### config.mk
export PLATFORM = sky130hd
export DESIGN_NAME = vga_scan
export DESIGN_NICKNAME = d
export VERILOG_FILES = /design/src/rtl/vga_scan.sv
export SDC_FILE = /design/constraint.sdc
export NUM_CORES = 1
export LEC_CHECK = 0
export CAP_MARGIN = 15
export CELL_PAD_IN_SITES_DETAIL_PLACEMENT = 0
export CELL_PAD_IN_SITES_GLOBAL_PLACEMENT = 1
export CORE_MARGIN = 2
export CORE_UTILIZATION = 33
export CTS_CLUSTER_SIZE = 12
export DETAILED_ROUTE_END_ITERATION = 10
export PLACE_DENSITY_LB_ADDON = 0.05
export SLEW_MARGIN = 25
export SYNTH_ARGS = -nofsm -noshare
export SYNTH_HDL_FRONTEND = slang
export SYNTH_SLANG_ARGS = --single-unit
### constraint.sdc
create_clock -name clk -period 1.94 [get_ports clk]
set_input_delay 0.388 -clock clk [delete_from_list [all_inputs] [get_ports clk]]
set_output_delay 0.388 -clock clk [all_outputs]
set_load 0.02 [all_outputs]
### src/rtl/vga_scan.sv
// vga_scan: VGA raster timing generator.
// Free-running h/v counters (gated by en) drive x/y directly; sync, data
// enable and blanked colour are registered one enabled clock behind x/y.
module vga_scan #(
    parameter int H_ACTIVE = 640,
    parameter int H_FP     = 16,
    parameter int H_SYNC   = 96,
    parameter int H_BP     = 48,
    parameter int V_ACTIVE = 480,
    parameter int V_FP     = 10,
    parameter int V_SYNC   = 2,
    parameter int V_BP     = 33,
    parameter bit SYNC_POL = 1'b0
) (
    input  logic        clk,
    input  logic        rst_n,
    input  logic        en,
    input  logic [7:0]  pix_r,
    input  logic [7:0]  pix_g,
    input  logic [7:0]  pix_b,
    output logic [15:0] x,
    output logic [15:0] y,
    output logic        frame_start,
    output logic [15:0] frame_cnt,
    output logic        vga_hs,
    output logic        vga_vs,
    output logic        vga_de,
    output logic [7:0]  vga_r,
    output logic [7:0]  vga_g,
    output logic [7:0]  vga_b
);
    // Boundaries are summed at full int width, then narrowed once to the
    // 16-bit counter width so the compares are plain unsigned 16-bit.
    localparam int          H_TOTAL    = H_ACTIVE + H_FP + H_SYNC + H_BP;
    localparam int          V_TOTAL    = V_ACTIVE + V_FP + V_SYNC + V_BP;
    localparam logic [15:0] H_ACT_W    = 16'(H_ACTIVE);
    localparam logic [15:0] H_SYNC_BEG = 16'(H_ACTIVE + H_FP);
    localparam logic [15:0] H_SYNC_END = 16'(H_ACTIVE + H_FP + H_SYNC - 1);
    localparam logic [15:0] H_LAST     = 16'(H_TOTAL - 1);
    localparam logic [15:0] V_ACT_W    = 16'(V_ACTIVE);
    localparam logic [15:0] V_SYNC_BEG = 16'(V_ACTIVE + V_FP);
    localparam logic [15:0] V_SYNC_END = 16'(V_ACTIVE + V_FP + V_SYNC - 1);
    localparam logic [15:0] V_LAST     = 16'(V_TOTAL - 1);
    localparam bit          SYNC_ON    = SYNC_POL;
    localparam bit          SYNC_OFF   = !SYNC_POL;

    logic [15:0] h_cnt_q, h_cnt_d;
    logic [15:0] v_cnt_q, v_cnt_d;
    logic [15:0] frame_cnt_q, frame_cnt_d;
    logic        hs_q, hs_d;
    logic        vs_q, vs_d;
    logic        de_q, de_d;
    logic [7:0]  r_q, r_d;
    logic [7:0]  g_q, g_d;
    logic [7:0]  b_q, b_d;
    logic        h_wrap;
    logic        v_wrap;
    logic        visible;
    logic        h_sync_on;
    logic        v_sync_on;

    // Decode the raster position presented on x/y this cycle
    always_comb begin
        h_wrap    = (h_cnt_q == H_LAST);
        v_wrap    = (v_cnt_q == V_LAST);
        visible   = (h_cnt_q < H_ACT_W) && (v_cnt_q < V_ACT_W);
        h_sync_on = (h_cnt_q >= H_SYNC_BEG) && (h_cnt_q <= H_SYNC_END);
        v_sync_on = (v_cnt_q >= V_SYNC_BEG) && (v_cnt_q <= V_SYNC_END);
    end

    // Next state: everything holds unless en, then counters step and the output stage loads
    always_comb begin
        h_cnt_d     = h_cnt_q;
        v_cnt_d     = v_cnt_q;
        frame_cnt_d = frame_cnt_q;
        hs_d        = hs_q;
        vs_d        = vs_q;
        de_d        = de_q;
        r_d         = r_q;
        g_d         = g_q;
        b_d         = b_q;
        if (en) begin
            h_cnt_d = h_wrap ? 16'd0 : h_cnt_q + 16'd1;
            if (h_wrap) begin
                v_cnt_d = v_wrap ? 16'd0 : v_cnt_q + 16'd1;
            end
            if (h_wrap && v_wrap) begin
                frame_cnt_d = frame_cnt_q + 16'd1;
            end
            hs_d = h_sync_on ? SYNC_ON : SYNC_OFF;
            vs_d = v_sync_on ? SYNC_ON : SYNC_OFF;
            de_d = visible;
            r_d  = visible ? pix_r : 8'h00;
            g_d  = visible ? pix_g : 8'h00;
            b_d  = visible ? pix_b : 8'h00;
        end
    end

    // State registers; reset parks the raster at the frame origin with syncs idle
    always_ff @(posedge clk or negedge rst_n) begin
        if (!rst_n) begin
            h_cnt_q     <= 16'd0;
            v_cnt_q     <= 16'd0;
            frame_cnt_q <= 16'd0;
            hs_q        <= SYNC_OFF;
            vs_q        <= SYNC_OFF;
            de_q        <= 1'b0;
            r_q         <= 8'h00;
            g_q         <= 8'h00;
            b_q         <= 8'h00;
        end else begin
            h_cnt_q     <= h_cnt_d;
            v_cnt_q     <= v_cnt_d;
            frame_cnt_q <= frame_cnt_d;
            hs_q        <= hs_d;
            vs_q        <= vs_d;
            de_q        <= de_d;
            r_q         <= r_d;
            g_q         <= g_d;
            b_q         <= b_d;
        end
    end

    assign x           = h_cnt_q;
    assign y           = v_cnt_q;
    // Gated by rst_n because the counters sit at the origin throughout reset.
    assign frame_start = rst_n && en && (h_cnt_q == 16'd0) && (v_cnt_q == 16'd0);
    assign frame_cnt   = frame_cnt_q;
    assign vga_hs      = hs_q;
    assign vga_vs      = vs_q;
    assign vga_de      = de_q;
    assign vga_r       = r_q;
    assign vga_g       = g_q;
    assign vga_b       = b_q;

endmodule

==> flow_summary.yaml, run 1 <==
grt:
  antenna_found_initial: 0
  grt_max_degree: 76
  grt_pass1_vias: 3056
  grt_pass1_wl_um: 15800
  overflow: 0
  grt_usage_pct: 17.8
run:
  maxCapViolCount: 0
critical_path:
  critPathArrivalTime_ps: 2280
  crit_chain: "or4_4, nor3_4, nand3b_1, or3_4, nor4_4, buf_4"
  cp_max_fo: 2
  ff2ff_path_depth: 10
  worstSetupEndpointType: "primary output"
  r2r_setup_slack_ps: -510
  crit_path_top_delay_cell: "or4_4"
  crit_type: "reg2out"
  critical_path_required_ps: 1550
  crit_cells: 6
  start_kind: "flip-flop"
  slowest_delay_ps: 560
  crit_family: "simple AND/OR/NAND/NOR gates"
  path_buf_inv: 1
yosys:
  synth_nets: 341
  synth_area_per_cell_um2: 11.3
  synth-adder-area-share_pct: 1.80
  synth_top_flop_cell: "dfrtp_1"
  netlist_instances: 309
  synth_compound_area_share_pct: 8.84
  synth_xor_area_share_pct: 9.81
  synth.distinct_cells: 45
  syn_area_mm2: 0.00348
  synth_seq_area_share_pct: 54.0
  synthArstFlopShare_pct: 100
  synthSimpleGateAreaFrac_pct: 21.7
  synth_edf_count: 0
  yosysWarnings: 0
  synth_seq_cells: 75
  synth_top_family_by_area: "simple AND/OR/NAND/NOR gates"
  yosys-mux-area-fraction_pct: 1.04
floorplanning:
  die_h_um: 107
  core_mm2: 0.0103
  start_util_pct: 33.9
  die_width_um: 107
  die_area_mm2: 0.0114
  rows: 37
  io_pins: 103
clocking:
  clkTransAtPathRegs_ps: 80
  cts_buffer_depth: 2
  root_buffer: "clkbuf_8"
  cts_max_level: 3
  clock_latency_ps: 360
  cts.sinks: 75
  cts_tree: "built"
  cts_buffers: 9
finish:
  postLayoutCellArea_mm2: 0.00577
  syn2layout_area_growth_pct: 65.7
  antenna_cells: 0
  layout-drive-gt1-share_pct: 27.3
  nets: 518
  fin_cells: 627
sta:
  timing.final.crit_share_pct: 137
  rsz0062_at_grt: "yes"
  setup-violations-final: 47
  fin_skew_ps: 16.5
  finalHoldViolations: 0
  tightest_slew_ps: 696
  fmax_mhz: 375
  relSlewSlack_pct: 53.6
  layout_setup_ws_ps: -725
  period_minus_slack_ps: 2660
  final_max_slew_viol_count: 0
detailed_routing:
  drc_errors: 0
  via_per_inst: 4.79
  firstDrtPassIters: 4
  wl_um: 9650
  wl_per_cell_um: 15.4
  drt_iter0_drc: 141
  drtAntennaViolNets: 0
  via_count: 3003
place:
  placed_area_mm2: 0.00516
  gp_congestion: 0.776
  hpwl_um: 6590
  portBuffers: 102
  dp.cells: 599
  pre_cts_slack_ps: -865
outcome:
  violations: "setup timing"
  outcome: "complete, but fails checks"
power:
  vdd_drop_max_mv: 0.361
  powerDensity_mw_per_mm2: 702
  p_leak_nw: 2.85
min_path:
  min_path_type: "in2async"
==> final cells by class <==
class                   instances  area, um^2
inverters                       9        33.8
fillers                       929        4510
repair buffers                179        1740
clock buffers                  10         128
flip-flops and latches         75        1890
multi-input cells             212        1700
well taps                     136         170
clock inverters                 6         113
==> worst paths after layout <==
check	from	endpoint
setup / recovery	y[15]	frame_start
hold / removal	rst_n	vga_r[6]
setup reg to reg	y[15]	frame_cnt[4]
hold reg to reg	frame_cnt[15]	frame_cnt[15]
max in group asynchronous	rst_n	y[0]
min in group clk	frame_cnt[15]	frame_cnt[15]
==> stage by stage <==
step	total power (W)	setup TNS (ps)	util [%]	hold WS, ps
2_1_floorplan	0.00213	-483	-	92.4
4_1_cts	0.00411	-8360	55.6	323
6_report	0.00405	-8020	56.2	163
3_3_place_gp	0.00256	-6500	50.2	463
3_5_place_dp	0.00257	-6400	50.2	459
5_1_grt	0.00426	-13510	56.2	215
==> repair_timing <==
| item | in CTS | in global routing |
|---|---|---|
| buffers inserted | 6 | 4 |
| hold buffers | 0 | 0 |
| setup endpoints to repair | 48 | 61 |
| gates resized for setup | 39 | 17 |
| pin swaps | 15 | 15 |
| gates cloned | 5 | 0 |
| hold endpoints to repair | 0 | 0 |
==> power by group <==
part,total (W),switching (W),leakage [nW],internal (W)
Sequential,0.00171,0.0000530,0.945,0.00166
Combinational,0.000870,0.000431,1.79,0.000439
Clock,0.00147,0.000613,0.121,0.000860
Total,0.00405,0.00110,2.85,0.00296
==> cells in the mapped netlist, types with 2 or more instances <==
cell / instances / area share [%]
clkbuf_1: 8 / 0.86
ha_1: 5 / 1.8
dfrtp_1: 73 / 52
nor4b_1: 2 / 0.50
o21ai_1: 9 / 1.3
nor3_2: 7 / 2.0
and4_1: 4 / 1.0
nor2_1: 22 / 2.4
or3_1: 2 / 0.36
buf_4: 2 / 0.43
nor4_2: 3 / 1.1
nand3_1: 18 / 2.6
inv_1: 9 / 0.97
nand3b_1: 2 / 0.43
nor4b_2: 2 / 0.86
nand2_1: 25 / 2.7
nor4_1: 4 / 0.72
a22o_1: 24 / 6.0
and3_1: 6 / 1.1
xnor2_1: 19 / 4.8
xor2_1: 20 / 5.0
nand4_1: 14 / 2.5
dfstp_2: 2 / 1.5
nor3_1: 6 / 0.86
==> registers in the layout, indices dropped and copies added (netlist names) <==
register   count
frame_cnt     16
vga_b          8
vga_de         1
vga_g          8
vga_hs         1
vga_r          8
vga_vs         1
x             16
y             16
==> cells in the final DEF, fill, tap and decap left out, drive strengths merged, types with 2 or more instances in the layout <==
cell type,Yosys,routed
clkdlybuf4s50,0,88
buf,5,79
dfrtp,73,73
nand2,25,25
a22o,24,24
nor2,22,22
xor2,20,20
xnor2,19,19
nand3,18,18
nand4,15,15
nor3,14,14
inv,9,10
o21ai,10,10
clkbuf,8,10
dlymetal6s2s,0,9
nor4,8,8
and3,6,6
ha,5,5
and4,4,4
nor4b,4,4
bufinv,0,3
dlygate4sd2,0,3
or4,2,2
nand3b,2,2
dfstp,2,2
or3,2,2
mux2,2,2
clkinv,0,2
==> logic make-up (layout without fill, tap and decap cells) <==
logic type,Yosys count,after routing
xor gates and xnor gates,39,39
AOI/OAI and AO/OA,40,40
DFF,75,75
adders and majority gates,5,5
muxes,3,3
and+or+nand+nor,125,125
buffers and inverters,22,204
==> per-layer routing <==
layer	vias up	global-route usage [%]	part of all wire, %
met2	81	27.5	46
met5	-	0	0
met3	9	4.44	4.6
met4	0	5.01	1.1
met1	1437	24.7	49
li1	1476	-	-
Note: power is estimated with default switching activity, not from simulation.
==> inputs of run 2 (changes only) <==
Settings changed: CAP_MARGIN 15 to 10, SLEW_MARGIN 25 to 20.
==> run 2 against run 1 <==
The run still ends with setup timing left. Maximum frequency about the same. Largest power group unchanged. Sequential power about the same. Largest cell class unchanged. First-iteration DRC count down 11%. Cell area about the same. Hold slack better by 120 ps. Non-clock buffer count unchanged. Critical path type unchanged. Global-route usage unchanged. Clock power about the same. Via count up 0.23%. Wire length up 0.11%.
==> flow_summary.yaml, run 2 (synthesis results as in run 1) <==
grt:
  grt_usage_pct: 17.8
  antenna_found_initial: 0
  overflow: 0
  grt_pass1_wl_um: 15800
  grt_max_degree: 76
  grt_pass1_vias: 3056
clocking:
  cts_buffer_depth: 2
  clock_latency_ps: 360
  cts_tree: "built"
  cts_max_level: 3
  clkTransAtPathRegs_ps: 80
  cts_buffers: 9
  root_buffer: "clkbuf_8"
  cts.sinks: 75
floorplanning:
  die_h_um: 107
  start_util_pct: 33.9
  io_pins: 103
  core_mm2: 0.0103
  rows: 37
  die_width_um: 107
  die_area_mm2: 0.0114
min_path:
  min_path_type: "in2async"
detailed_routing:
  drtAntennaViolNets: 0
  drc_errors: 0
  wl_um: 9660
  drt_iter0_drc: 125
  via_count: 3010
  firstDrtPassIters: 4
  wl_per_cell_um: 15.4
  via_per_inst: 4.80
finish:
  final_cell_mix: "88 x clkdlybuf4s50_1, 67 x dfrtp_1, 66 x buf_4"
  layout_commonest_cell: "clkdlybuf4s50_1"
  fillers: 929
  nets: 518
  post-route-util_pct: 56.1
  antenna_cells: 0
  syn2layout_area_growth_pct: 65.6
  layout-drive-gt1-share_pct: 27.3
critical_path:
  reg2reg_from: "y[15]"
  start_kind: "flip-flop"
  worstSetupEndpointType: "primary output"
  crit_type: "reg2out"
  critical_path_required_ps: 1550
  critPathArrivalTime_ps: 2280
  r2r_setup_slack_ps: -510
  ff2ff_path_depth: 10
  cp_max_fo: 2
  r2r_end: "frame_cnt[4]"
power:
  vdd_drop_max_mv: 0.361
  powerDensity_mw_per_mm2: 703
  p_leak_nw: 2.85
sta:
  finalHoldViolations: 0
  fmax_mhz: 375
  layout_setup_ws_ps: -725
  setup_tns_ps: -8030
  fin_skew_ps: 16.2
  timing.final.crit_share_pct: 137
  setup-violations-final: 47
  relSlewSlack_pct: 35.2
  final_max_slew_viol_count: 0
  period_minus_slack_ps: 2670
  tightest_slew_ps: 973
  rsz0062_at_grt: "yes"
outcome:
  outcome: "complete, but fails checks"
  violations: "setup timing"
run:
  maxCapViolCount: 0
place:
  hpwl_um: 6590
  portBuffers: 102
  gp_congestion: 0.776
## run 2: layout make-up
class	instances	area [um^2]	share of cell area, %
sequential	75	1890	32.7
timing repair buffer	179	1740	30.1
multi-input combinational	212	1700	29.5
tap	136	170	2.95
clock buffer	10	128	2.21
clock inverter	6	113	1.95
inverter	9	33.8	0.586
## run 2: repair_timing
| item | in CTS | in global routing |
|---|---|---|
| resized for setup | 39 | 17 |
| setup endpoints to repair | 48 | 61 |
| buffers inserted | 6 | 4 |
| hold buffers | 0 | 0 |
| cloned | 5 | 0 |
| pin swaps | 15 | 15 |
## run 2: metal layers
metal	track usage [%]	share of wire [%]	vias up
met5	0	0	-
met1	24.7	48	1444
li1	-	-	1476
met2	27.5	46	81
met3	4.44	4.7	9
met4	5.01	1.1	0
## run 2: worst max path at each step
stage / depth (start not counted) / endpoint / slack, ps / startpoint
final: 6 / frame_start / -730 / y[15]
after CTS: 6 / frame_start / -780 / y[15]
after detailed placement: 6 / frame_start / -860 / y[15]
after global placement: 6 / frame_start / -840 / y[15]
after global routing: 6 / frame_start / -820 / y[15]
after floorplan: 5 / frame_start / -360 / y[15]
## run 2: critical path, stage by stage, from the launching register on
cell and delay [ps]:
dfrtp_2 400, or4_4 560, nor3_4 130, nand3b_1 120, or3_4 370, nor4_4 160
buf_4 190
## run 2: report_power, final
part	switching [W]	leakage [nW]	internal [W]	total (W)
Combinational	0.000431	1.78	0.000439	0.000869
Clock	0.000613	0.121	0.000860	0.00147
Sequential	0.0000530	0.945	0.00166	0.00171
Total	0.00110	2.85	0.00296	0.00405
## run 2: per-stage QoR
stage / worst slack, ps / cell area (um^2) / total power, W / hold slack (ps) / std cells
2_1_floorplan: -357 / 3530 / 0.00213 / 92.4 / 309
3_3_place_gp: -835 / 5160 / 0.00256 / 463 / 599
3_5_place_dp: -865 / 5160 / 0.00257 / 459 / 599
4_1_cts: -775 / 5710 / 0.00411 / 323 / 625
5_1_grt: -817 / 5770 / 0.00426 / 368 / 627
6_report: -725 / 5770 / 0.00405 / 285 / 627
